## src/rtl/quad_decoder.sv

```systemverilog
// Quadrature encoder front-end: two-flop synchroniser, per-channel glitch filter,
// 4x decode into step/dir pulses, wrapping position and saturating error count.
//
// state   | meaning
// ST_INIT | two cycles letting the synchronisers fill
// ST_LOAD | seed filters and prev from synchronised pins, no pulse
// ST_RUN  | normal decode of filtered A/B
module quad_decoder #(
    parameter int FILT_LEN = 4,
    parameter int CNT_W    = 16
) (
    input  logic             clk,
    input  logic             reset_n,
    input  logic             a_in,
    input  logic             b_in,
    input  logic             clr,
    output logic             step,
    output logic             dir,
    output logic             err,
    output logic [CNT_W-1:0] position,
    output logic [7:0]       err_count
);
    typedef enum logic [1:0] {ST_INIT, ST_LOAD, ST_RUN} state_t;

    localparam logic [7:0] CNT_LAST = 8'(FILT_LEN - 1);

    state_t           state_q, state_d;
    logic             init_cnt_q, init_cnt_d;
    // two-bit vectors carry channel A in bit 1 and channel B in bit 0
    logic [1:0]       s1_q, s1_d, s2_q, s2_d;
    logic [1:0]       filt_q, filt_d, prev_q, prev_d;
    logic [1:0][7:0]  cnt_q, cnt_d;
    logic             step_q, step_d, dir_q, dir_d, err_q, err_d;
    logic [CNT_W-1:0] pos_q, pos_d;
    logic [7:0]       err_cnt_q, err_cnt_d;
    logic [1:0]       diff;

    always_comb begin
        state_d    = state_q;
        init_cnt_d = init_cnt_q;
        s1_d       = {a_in, b_in};
        s2_d       = s1_q;
        filt_d     = filt_q;
        cnt_d      = cnt_q;
        prev_d     = prev_q;
        step_d     = 1'b0;
        dir_d      = dir_q;
        err_d      = 1'b0;
        pos_d      = pos_q;
        err_cnt_d  = err_cnt_q;
        diff       = filt_q ^ prev_q;

        for (int i = 0; i < 2; i++) begin
            if (s2_q[i] == filt_q[i]) begin
                cnt_d[i] = 8'd0;
            end else if (cnt_q[i] == CNT_LAST) begin
                filt_d[i] = s2_q[i];
                cnt_d[i]  = 8'd0;
            end else begin
                cnt_d[i] = cnt_q[i] + 8'd1;
            end
        end

        unique case (state_q)
            ST_INIT: begin
                init_cnt_d = 1'b1;
                if (init_cnt_q) begin
                    init_cnt_d = 1'b0;
                    state_d    = ST_LOAD;
                end
            end
            ST_LOAD: begin
                filt_d  = s2_q;
                cnt_d   = '0;
                prev_d  = s2_q;
                state_d = ST_RUN;
            end
            ST_RUN: begin
                prev_d = filt_q;
                if (diff == 2'b11) begin
                    err_d = 1'b1;
                    if (err_cnt_q != 8'hFF) begin
                        err_cnt_d = err_cnt_q + 8'd1;
                    end
                end else if (diff != 2'b00) begin
                    step_d = 1'b1;
                    // the forward successor of {a,b} is {b,~a}
                    dir_d  = (filt_q == {prev_q[0], ~prev_q[1]});
                    pos_d  = dir_d ? pos_q + CNT_W'(1) : pos_q - CNT_W'(1);
                end
            end
            default: state_d = ST_INIT;
        endcase

        if (clr) begin
            pos_d     = '0;
            err_cnt_d = 8'd0;
        end
    end

    always_ff @(posedge clk) begin
        if (!reset_n) begin
            state_q    <= ST_INIT;
            init_cnt_q <= 1'b0;
            s1_q       <= 2'b00;
            s2_q       <= 2'b00;
            filt_q     <= 2'b00;
            cnt_q      <= '0;
            prev_q     <= 2'b00;
            step_q     <= 1'b0;
            dir_q      <= 1'b0;
            err_q      <= 1'b0;
            pos_q      <= '0;
            err_cnt_q  <= 8'd0;
        end else begin
            state_q    <= state_d;
            init_cnt_q <= init_cnt_d;
            s1_q       <= s1_d;
            s2_q       <= s2_d;
            filt_q     <= filt_d;
            cnt_q      <= cnt_d;
            prev_q     <= prev_d;
            step_q     <= step_d;
            dir_q      <= dir_d;
            err_q      <= err_d;
            pos_q      <= pos_d;
            err_cnt_q  <= err_cnt_d;
        end
    end

    assign step      = step_q;
    assign dir       = dir_q;
    assign err       = err_q;
    assign position  = pos_q;
    assign err_count = err_cnt_q;

endmodule

```

## config.mk

```make
export PLATFORM = sky130hd
export DESIGN_NAME = quad_decoder
export DESIGN_NICKNAME = d
export VERILOG_FILES = /design/src/rtl/quad_decoder.sv
export SDC_FILE = /design/constraint.sdc
export NUM_CORES = 1
export LEC_CHECK = 0
export ABC_AREA = 1
export BUFFER_PORTS_ARGS = -buffer_cell sky130_fd_sc_hd__buf_2
export CAP_MARGIN = 20
export CORE_MARGIN = 2
export CORE_UTILIZATION = 35
export DETAILED_ROUTE_END_ITERATION = 16
export PLACE_DENSITY_LB_ADDON = 0.3
export SYNTH_ARGS = -nofsm -noshare
export SYNTH_HDL_FRONTEND = slang
export SYNTH_SLANG_ARGS = --single-unit
```

## constraint.sdc

```tcl
create_clock -name clk -period 4.8 [get_ports clk]
set_input_delay 0.72 -clock clk [delete_from_list [all_inputs] [get_ports clk]]
set_output_delay 0.72 -clock clk [all_outputs]
set_load 0.05 [all_outputs]
```

==> results.py <==
metrics = {
    "run_status": {
        "outcome": "complete, no violations",
    },
    "sta": {
        "fmax_ghz": 0.413,
        "finalSetupViolCount": 0,
        "fin_tns_setup_ns": 0,
        "tightest_slew_ns": 0.851,
        "finalClockSkew_ns": 0.0109,
        "period_minus_slack_ns": 2.42,
        "min_period_over_period": 0.505,
        "final_hold_viol_count": 0,
        "maxSlewViolCount": 0,
        "slew-limit-headroom": 0.432,
        "rsz0062_at_grt": "false",
        "layout_setup_ws_ns": 2.38,
    },
    "yosys": {
        "yosys.area_share.simple": 0.313,
        "syn_area_um2": 3310,
        "synthFlopType": "dfxtp_1",
        "synth_top_area_frac": 0.326,
        "synth.distinct_cells": 36,
        "ys_seq_area_frac": 0.326,
        "syn_nets": 511,
        "syn_avg_cell_area_um2": 6.89,
        "synth_edf_count": 0,
        "yosysTopAreaCell": "dfxtp_1",
        "async_reset_ff_frac": 0,
        "postSynthCellCount": 481,
        "synth_xor_area_frac": 0.0472,
        "synthMuxAreaShare": 0,
        "synth_top_family_by_area": "simple AND/OR/NAND/NOR gates",
        "synth_compound_area_frac": 0.0990,
        "synth-seq-cells": 54,
        "ys_top_cells_by_area": "dfxtp_1 (33%), nand2_1 (14%), inv_1 (9.7%)",
        "synth_warnings": 0,
        "synthAdderAreaFrac": 0.0967,
    },
    "clocking": {
        "max-clock-path-buffers": 2,
        "cts_hold_buf": 0,
        "cts_tree": "yes",
        "h-tree-depth": 2,
        "cts_resized": 0,
        "cts_buffers": 5,
        "clk_transition_reported_paths_ns": 0.11,
        "clock_sinks": 54,
        "root_buffer": "clkbuf_8",
        "cts_setup_buffers": 0,
        "worst_skew_pair.late_latency_ns": 0.31,
    },
    "layout": {
        "seqCellArea_um2": 1080,
        "antennaDiodeCount": 0,
        "multi_input_area_um2": 1840,
        "nFillCells": 1005,
        "utilization": 0.397,
        "num-nets-final": 542,
        "syn_to_final_growth_pct": 10.1,
        "drive_above_1_share": 0.127,
    },
    "setup_path": {
        "cp-start-kind": "flop",
        "arrival_ns": 2.64,
        "critical_path.max_fanout": 18,
        "critPathCaptureType": "flop",
        "crit_type": "flop to flop",
        "crit_required_ns": 5.02,
    },
    "floorplan": {
        "die_w_um": 101,
        "die_h_um": 101,
        "rows": 35,
        "io_pins": 32,
        "core-area_um2": 9200,
        "start_util": 0.360,
        "fp.dieArea_um2": 10300,
    },
    "global_route": {
        "track_usage": 0.142,
        "overflow": 0,
        "antenna_found_initial": 0,
        "grt_pass1_vias": 2819,
        "grt_pass1_wl_um": 12000,
        "grt_max_degree": 30,
    },
    "worst_hold_path": {
        "hold_class": "flop to flop",
    },
    "run": {
        "maxCapViolCount": 0,
    },
    "placed_design": {
        "routabilityCongestion": 0.798,
        "place_ws_ns": 2.39,
        "portBuffers": 31,
        "hpwl_um": 5070,
    },
    "detailed_routing": {
        "via_per_inst": 4.63,
        "vias": 2886,
        "drc": 0,
        "drt-total-wl_um": 6610,
        "firstDrtPassIters": 4,
        "ant_nets": 0,
        "drt_iter0_markers": 82,
        "wl_per_cell_um": 10.6,
    },
    "pwr": {
        "p_leak_nw": 1.89,
        "power.density_nw_per_um2": 544,
        "ir_drop_uv": 173,
    },
}
[cell usage after synthesis, types with 2 or more instances]
cell      instances
xor2_1            9
o21ai_0          13
nor2_1           49
or2_2             4
a31oi_1           2
nand4_1           7
nand2_2           3
nand3_2           2
nor3b_2           3
ha_1             24
a21oi_1          24
inv_2             3
a31oi_2           2
nand2_1         120
xnor2_1           7
nor3_1            7
dfxtp_1          54
nand3_1          32
inv_1            86
a21oi_2           6
buf_6             2
buf_2             2
o211ai_1          7
[worst max-delay path, cell delays in order, from the launching register on]
cell and delay (ns):
dfxtp_1 0.44, xnor2_1 0.18, nand2_2 0.32, ha_1 0.45
nand2_1 0.12, inv_1 0.06, a21oi_1 0.20, nand2_1 0.15
nand2_1 0.11, nand2_1 0.05, nand2_1 0.05, nand3_1 0.06
nand2_1 0.10, inv_1 0.04
[cell usage in the layout (no fill, tap or decap), drive strengths merged, types with 2 or more instances in the layout]
master / synthesis / layout
ha: 24 / 24
nor3b: 3 / 3
clkinvlp: 0 / 2
or2: 6 / 6
clkbuf: 2 / 5
xor2: 10 / 10
nand3: 34 / 34
nor2: 50 / 50
a31oi: 4 / 4
inv: 89 / 90
nor3: 8 / 8
o21ai: 13 / 13
o211ai: 7 / 7
buf: 5 / 31
nand4: 7 / 7
dfxtp: 54 / 54
a21oi: 30 / 30
nand2: 123 / 123
xnor2: 7 / 7
[through the flow]
step / total power, mW / hold slack (ns) / cells / cell area [um^2]
final: 1.98 / 0.413 / 624 / 3650
after global routing: 2.21 / 0.451 / 624 / 3650
after CTS: 2.01 / 0.422 / 624 / 3650
after detailed placement: 1.73 / 0.405 / 616 / 3550
after global placement: 1.71 / 0.400 / 616 / 3550
after floorplan: 1.51 / 0.390 / 481 / 3310
[flip-flops by register name, summed over array words and instances, names as in the netlist]
register	count
state_q	2
s1_q	2
err	1
dir	1
prev_q	2
step	1
init_cnt_q	1
err_count	8
s2_q	2
position	16
cnt_q	16
filt_q	2
[metal layers]
layer	share of wire	global-route usage	up-vias
met2	0.48	0.254	28
met3	0.027	0.0276	10
met4	0.018	0.0385	0
met1	0.47	0.175	1276
li1	-	-	1572
met5	0	0	-
[worst paths after layout]
check | startpoint | end | slack, ns | depth (start not counted)
max | filt_q[1] | position[11] | 2.38 | 13
min | s1_q[0] | s2_q[0] | 0.41 | 2
max reg2reg | filt_q[1] | position[11] | 2.38 | 13
min reg2reg | s1_q[0] | s2_q[0] | 0.41 | 2
[power by group]
part	total (mW)	leakage, nW	switching, mW	internal (mW)
clock	0.265	0.0408	0.160	0.105
sequential	0.544	0.438	0.0446	0.499
combinational	1.17	1.41	0.783	0.390
[layout make-up]
type | count | share of cell area
repair buffers | 31 | 0.0425
inverters | 90 | 0.0926
clock buffers | 5 | 0.0189
multi-input cells | 330 | 0.505
well taps | 111 | 0.0381
flip-flops and latches | 54 | 0.296
clock inverters | 3 | 0.00652
[cells by family after synthesis]
kind of cell | count (synthesis)
compound gates | 54
xor+xnor | 17
fa+ha+maj | 25
buf+inv | 97
flops | 54
simple gates | 234
(Power assumes the default switching activity.)
